File: src/rtl/pixel_concat.sv
// pixel_concat: packs NUM consecutive input words into one wide output beat.
// A one-word skid register absorbs the single word that may arrive in the
// cycle after ostall rises, so the upstream only needs a registered stall.
module pixel_concat #(
  parameter int unsigned DAT_WIDTH = 32,
  parameter int unsigned NUM       = 4
) (
  input  logic                     clk,
  input  logic                     rst,
  input  logic [DAT_WIDTH-1:0]     idat,
  input  logic                     ival,
  output logic                     ostall,
  output logic [DAT_WIDTH*NUM-1:0] odat,
  output logic                     oval,
  input  logic                     ordy
);

  localparam int unsigned CntW = $clog2(NUM + 1);
  localparam logic [CntW-1:0] Full = CntW'(NUM);

  logic [DAT_WIDTH*NUM-1:0] acc_q, acc_d;
  logic [CntW-1:0]          cnt_q, cnt_d;
  logic [DAT_WIDTH-1:0]     skid_q, skid_d;
  logic                     skid_v_q, skid_v_d;
  logic [DAT_WIDTH*NUM-1:0] odat_q, odat_d;
  logic                     oval_q, oval_d;
  logic                     xfer;

  // A full accumulator moves to the output register when that register is empty or draining.
  assign xfer   = (cnt_q == Full) && (!oval_q || ordy);
  assign ostall = skid_v_q || ((cnt_q == Full) && oval_q && !ordy);
  assign odat   = odat_q;
  assign oval   = oval_q;

  // Next state: transfer first, then drain skid, then place the incoming word.
  always_comb begin : next_state
    logic [CntW-1:0] slot;
    acc_d    = acc_q;
    skid_d   = skid_q;
    skid_v_d = skid_v_q;
    odat_d   = odat_q;
    oval_d   = oval_q;

    if (xfer) begin
      odat_d = acc_q;
      oval_d = 1'b1;
      slot   = '0;
    end else begin
      slot = cnt_q;
      if (oval_q && ordy) begin
        oval_d = 1'b0;
      end
    end

    // The skid word is always older than any word arriving this cycle.
    if (skid_v_q && (slot != Full)) begin
      for (int k = 0; k < int'(NUM); k++) begin
        if (CntW'(k) == slot) begin
          acc_d[k*DAT_WIDTH +: DAT_WIDTH] = skid_q;
        end
      end
      slot     = slot + CntW'(1);
      skid_v_d = 1'b0;
    end

    if (ival) begin
      if (slot != Full) begin
        for (int k = 0; k < int'(NUM); k++) begin
          if (CntW'(k) == slot) begin
            acc_d[k*DAT_WIDTH +: DAT_WIDTH] = idat;
          end
        end
        slot = slot + CntW'(1);
      end else begin
        skid_d   = idat;
        skid_v_d = 1'b1;
      end
    end

    cnt_d = slot;
  end

  // State registers; reset drops any partial beat and the skid word.
  always_ff @(posedge clk) begin
    if (rst) begin
      acc_q    <= '0;
      cnt_q    <= '0;
      skid_q   <= '0;
      skid_v_q <= 1'b0;
      odat_q   <= '0;
      oval_q   <= 1'b0;
    end else begin
      acc_q    <= acc_d;
      cnt_q    <= cnt_d;
      skid_q   <= skid_d;
      skid_v_q <= skid_v_d;
      odat_q   <= odat_d;
      oval_q   <= oval_d;
    end
  end

  // An upstream that ignores ostall would overwrite the occupied skid register.
  ival_while_skid_a: assert property (@(posedge clk) disable iff (rst) !(ival && skid_v_q))
    else $error("pixel_concat: ival asserted while skid register occupied");

endmodule

File: config.mk
export PLATFORM = sky130hd
export DESIGN_NAME = pixel_concat
export DESIGN_NICKNAME = d
export VERILOG_FILES = /design/src/rtl/pixel_concat.sv
export SDC_FILE = /design/constraint.sdc
export NUM_CORES = 1
export LEC_CHECK = 0
export BUFFER_PORTS_ARGS = -buffer_cell sky130_fd_sc_hd__buf_2
export CAP_MARGIN = 40
export CORE_MARGIN = 4
export CORE_UTILIZATION = 30
export CTS_CLUSTER_SIZE = 10
export DETAILED_ROUTE_END_ITERATION = 7
export PLACE_DENSITY = 0.49
export SETUP_SLACK_MARGIN = 0.05
export SLEW_MARGIN = 25
export SYNTH_ARGS = -nofsm -noshare
export SYNTH_HDL_FRONTEND = slang
export SYNTH_SLANG_ARGS = --single-unit
File: constraint.sdc
create_clock -name clk -period 4.7 [get_ports clk]
set_clock_uncertainty 0.2 [all_clocks]
set_input_delay 0.47 -clock clk [delete_from_list [all_inputs] [get_ports clk]]
set_output_delay 0.47 -clock clk [all_outputs]
set_load 0.02 [all_outputs]
==> results.tsv, run 1 <==
metric	value	unit
Total Nets Final	1548	
setup TNS	0	ps
share of cells above drive strength 1	18.7	%
CTS Buf Count	36	
# IOs	166	
vias in the first global route	10100	
Flop pwr share	47.4	%
clk_lat worst skew	530	ps
Cell Pwr Density	370	nW/um^2
syn nets	1444	
Main synth FF type	dfxtp_1	
Die H	210	um
Max Transition Viols Final	0	
Routed Antenna Nets	0	
commonest non-fill, non-tap cell in the layout	nand2_1	
clock-pin slew on the worst setup and hold paths	60	ps
leakage power	6.45	nW
Net Sw Power	1.26	mW
drt drc	0	
CTS tree	built	
CTS max path bufs	3	
first-pass GRT wire length	59300	um
CP Max Fanout	66	
post-DP HPWL	24500	um
status	complete, no violations	
area of the die	44100	um^2
Synth Cell Area	12200	um^2
Peak VDD IR	0.202	mV
Async SR Flop Fraction	0	%
startpoint class of the critical path	flop	
synthesized area per cell	8.73	um^2
area delta synth->final	19.5	%
Final setup viols	0	
starting density of the core	30.6	%
Critical Path End Type	flop	
Clock Power Share	47.0	%
first drt pass iteration count	5	
final core occ	36.5	%
RSZ-0062 raised after global routing	false	
Congestion Overflow GR	0	
initial antenna violation count	0	
Critical Path RT	4940	ps
# hold bufs at CTS	0	
switching portion of total power	23.3	%
Routed WL	37900	um
vias	10200	
Syn. warnings	0	
Max-cap violations	0	
diode count	0	
most frequent cells in the layout	nand2_1, dfxtp_1, a21oi_1	
Worst EP arrival	4080	ps
part of the cycle the worst path needs	81.8	%
pin count of the biggest net entering global routing	99	
RePlAce Congestion	0.759	
DR vias/cell	4.99	
worst slew pin tran	823	ps
#FFs+latches synth	293	
PostCTS Resize Cnt	0	
HP Class	primary input to flop	
logic gate share of total power	5.6	%
minimum clock period after layout	3840	ps
sequential area share after synthesis	47.9	%
Cells after Synth	1402	
Post-CTS Setup Inserts	0	
clock sinks	293	
root buffer cell	clkbuf_16	
final hold violations	0	
Cell Rows	73	
synth unique cells	36	
total core area	40000	um^2
WL/cell	18.6	um
Int Pwr	4.15	mW
FMAX	260	MHz
number of port buffers	165	
Global Route Usage Sum	16.6	%
H-tree levels	2	
Post-synth EDFFs	0	
Filler cells	4195	
critical path class	flop to flop	
Initial DRC Count	644	
Die Width	210	um
worst rel slew slack	45.1	%
path summary, 6_finish.rpt:
check / slack [ps] / startpoint / to / cells after the start
setup / recovery: 860 / cnt_q[1] / acc_q[48] / 10
hold / removal: 70 / idat[24] / acc_q[56] / 3
setup reg to reg: 860 / cnt_q[1] / acc_q[48] / 10
hold reg to reg: 250 / odat[59] / odat[59] / 2
power by group through the flow:
stage	clock (mW)	combinational [mW]	sequential, mW
finish	2.54	0.302	2.57
detailed placement	0	0.299	2.62
global route	2.72	0.333	2.57
global placement	0	0.294	2.62
CTS	2.62	0.301	2.57
floorplan	0	0.209	2.61
worst max-delay path: stages, from the launching register on:
cell and delay [ps]:
dfxtp_1 460, inv_1 100, ha_1 270, nand2_1 190
o21ai_0 200, ha_1 330, nor2b_1 40, or3_2 420
buf_4 360, or3_2 910, a21oi_1 250
layer usage:
layer	part of all wire (%)	GRT usage (%)	vias to the layer above
met5	0	0	-
met4	1.7	3.85	0
met3	4.2	2.60	42
met2	46	26.6	221
met1	48	23.8	4906
li1	-	-	5025
Yosys cell counts, types with 4 or more instances:
library cell  instances  share of area, %
a21oi_1             198               8.1
ha_1                  6              0.61
nand2_1             358                11
or3_1                36               1.8
nand2b_1             34               1.7
clkbuf_1            100               3.1
inv_1                 4              0.12
dfxtp_1             293                48
nand3_1               4              0.16
buf_1                 9              0.28
buf_4                 6              0.37
o41ai_1              64               4.6
buf_2                 5              0.20
mux2_2               32               2.9
nor2_1               67               2.1
mux2i_1             160                13
cells by family after synthesis:
| kind of cell | count (synthesis) | synth area share [%] |
|---|---|---|
| buffers and inverters | 129 | 4.50 |
| AOI/OAI and AO/OA | 273 | 13.4 |
| and+or+nand+nor | 509 | 17.5 |
| adders and majority gates | 6 | 0.614 |
| muxes | 192 | 16.0 |
| DFF | 293 | 47.9 |
final cells by class:
cell class | instances | area (um^2) | share of cell area (%)
multi-input combinational | 980 | 5900 | 40.4
tap | 525 | 657 | 4.49
inverter | 5 | 21.3 | 0.145
clock buffer | 48 | 987 | 6.75
timing repair buffer | 190 | 1140 | 7.80
sequential | 293 | 5870 | 40.1
clock inverter | 3 | 47.5 | 0.325
through the flow:
| stage | total power [mW] | instance area (um^2) | cells | setup slack (ps) | hold WS [ps] |
|---|---|---|---|---|---|
| after floorplan | 2.82 | 12200 | 1402 | 1840 | 229 |
| after global placement | 2.92 | 13400 | 1987 | 718 | 243 |
| after detailed placement | 2.92 | 13600 | 1992 | 902 | 243 |
| after CTS | 5.49 | 14600 | 2043 | 843 | 44.3 |
| after global routing | 5.62 | 14600 | 2044 | 603 | 75.1 |
| final | 5.42 | 14600 | 2044 | 858 | 66.2 |
state kept, by name (all words and copies together) (netlist names):
register	flops
oval	1
skid_q	32
cnt_q	3
acc_q	128
odat	128
skid_v_q	1
(Power assumes the default switching activity.)
==> run 2, diff against run 1 <==
==> constraint.sdc (replaced) <==
create_clock -name clk -period 3.7 [get_ports clk]
set_clock_uncertainty 0.2 [all_clocks]
set_input_delay 0.37 -clock clk [delete_from_list [all_inputs] [get_ports clk]]
set_output_delay 0.37 -clock clk [all_outputs]
set_load 0.02 [all_outputs]
==> run 2 against run 1 <==
Against the previous run:
- first-iteration DRC count shrank 13%
- routed wire length grew 1.6%
- highest routed layer unchanged
- sequential power grew 27%
- clock power grew 24%
- sequential cell count is the same
- hold slack lost 48 ps
- register-to-register slack lost 580 ps
- die area is the same
- setup slack lost 580 ps
- largest cell class unchanged
- global-route usage grew 0.24 points
==> results.tsv, run 2 (synthesized netlist as in run 1, its figures left out) <==
metric	value	unit
status	complete, no violations	
CTS max path bufs	3	
pin count of the biggest net entering global routing	99	
commonest non-fill, non-tap cell in the layout	nand2_1	
Congestion Overflow GR	0	
vias	10300	
Global Route Usage Sum	16.9	%
# IOs	166	
delay-heaviest family, CP	simple AND/OR/NAND/NOR gates	
first-pass GRT wire length	60200	um
Critical Path RT	3940	ps
crit path cell chain	inv_1 > ha_1 > nand2_1 > o21ai_0 > ha_1 > nor2b_1 > or3_2 > buf_4 > nor3_4 > clkbuf_16 > mux2i_1	
Routed Antenna Nets	0	
Slowest Stage Delay on Critical Path	450	ps
Worst EP arrival	3650	ps
root buffer cell	clkbuf_16	
first drt pass iteration count	6	
clock-pin slew on the worst setup and hold paths	60	ps
share of cells above drive strength 1	18.9	%
Total Nets Final	1587	
H-tree levels	2	
number of port buffers	165	
area delta synth->final	22.1	%
area of the die	44100	um^2
DR vias/cell	4.95	
final hold violations	0	
critical path class	flop to flop	
setup TNS	0	ps
vias in the first global route	10400	
RSZ-0062 raised after global routing	false	
Initial DRC Count	558	
total core area	40000	um^2
Die H	210	um
RePlAce Congestion	0.784	
Max Transition Viols Final	0	
Critical Path End Type	flop	
Routed WL	38500	um
WL/cell	18.5	um
worst slew pin tran	788	ps
Max stage delay cell, worst path	or3_2	
Cell Pwr Density	457	nW/um^2
Peak VDD IR	0.210	mV
Bufs and invs on worst path	3	
clk_lat worst skew	520	ps
CP Max Fanout	41	
diode count	0	
leakage power	6.60	nW
cell mode on critical path	ha_1	
most frequent cells in the layout	nand2_1, dfxtp_1, a21oi_1	
CTS Buf Count	36	
post-DP HPWL	25100	um
met2 WL	17700	um
clock sinks	293	
Max-cap violations	0	
Final setup viols	0	
CTS tree	built	
Cell Rows	73	
met3 routed WL	1690	um
M1 wire length	18400	um
FMAX	292	MHz
Filler cells	4157	
power after layout	6.82	mW
startpoint class of the critical path	flop	
worst rel slew slack	47.5	%
minimum clock period after layout	3420	ps
Die Width	210	um
HP Class	primary input to flop	
starting density of the core	30.6	%
part of the cycle the worst path needs	92.4	%
highest routed metal layer	met4	
drt drc	0	
initial antenna violation count	0	
final core occ	37.3	%
-- run 2: cell types whose count changed in the layout (fill, tap and decap cells not counted), sizes merged --
| cell | delta |
|---|---|
| dlygate4sd3 | +29 |
| bufinv | -1 |
| clkbuf | -1 |
| buf | +9 |
| clkinvlp | +1 |
| inv | -2 |
-- run 2: worst paths after layout --
kind	slack [ps]	to	start	cells after the start
setup / recovery	280	acc_q[29]	cnt_q[0]	11
hold / removal	20	acc_q[39]	idat[7]	3
setup reg to reg	280	acc_q[29]	cnt_q[0]	11
hold reg to reg	250	odat[124]	odat[124]	2
-- run 2: final cells by class --
class / count / area, um^2 / area share, %
Clock buffer: 46 / 990 / 6.62
Clock inverter: 1 / 7.51 / 0.0502
Inverter: 5 / 21.3 / 0.142
Multi-Input combinational cell: 980 / 5900 / 39.5
Sequential cell: 293 / 5870 / 39.3
Tap cell: 525 / 657 / 4.40
Timing Repair Buffer: 229 / 1500 / 10.0
-- run 2: where the power goes --
| part | switching [mW] | internal (mW) |
|---|---|---|
| combinational | 0.255 | 0.164 |
| sequential | 0.0454 | 3.22 |
| clock | 1.29 | 1.85 |
-- run 2: metrics by stage --
stage | hold slack, ps | setup slack, ps | instances | cell area (um^2)
finish | 18.4 | 281 | 2079 | 14900
CTS | 6.59 | 255 | 2078 | 14900
detailed placement | 244 | 284 | 2002 | 13600
floorplan | 229 | 839 | 1402 | 12200
global route | 34.0 | 60.6 | 2079 | 14900
global placement | 242 | 347 | 2001 | 13600
-- run 2: repair_timing --
action / 4_1_cts / 5_1_grt
gates resized for setup: 0 / 1
endpoints found under the hold margin: 65 / 0
hold buffers: 29 / 0
endpoints found under the setup margin: 0 / 32
buffers inserted: 0 / 0
-- run 2: metal layers --
layer  vias up  global-route usage, %
met3        52                   2.81
met4         0                   3.56
met5         -                      0
met2       227                   27.5
li1       5108                      -
met1      4911                   23.7
-- run 2: worst reg2reg max path, delay by kind of cell (launching register included) --
kind | cells | cell delay [ps]
and+or+nand+nor | 4 | 960
DFF | 1 | 350
muxes | 1 | 210
buffers and inverters | 3 | 730
AOI/OAI and AO/OA | 1 | 430
adders and majority gates | 2 | 470
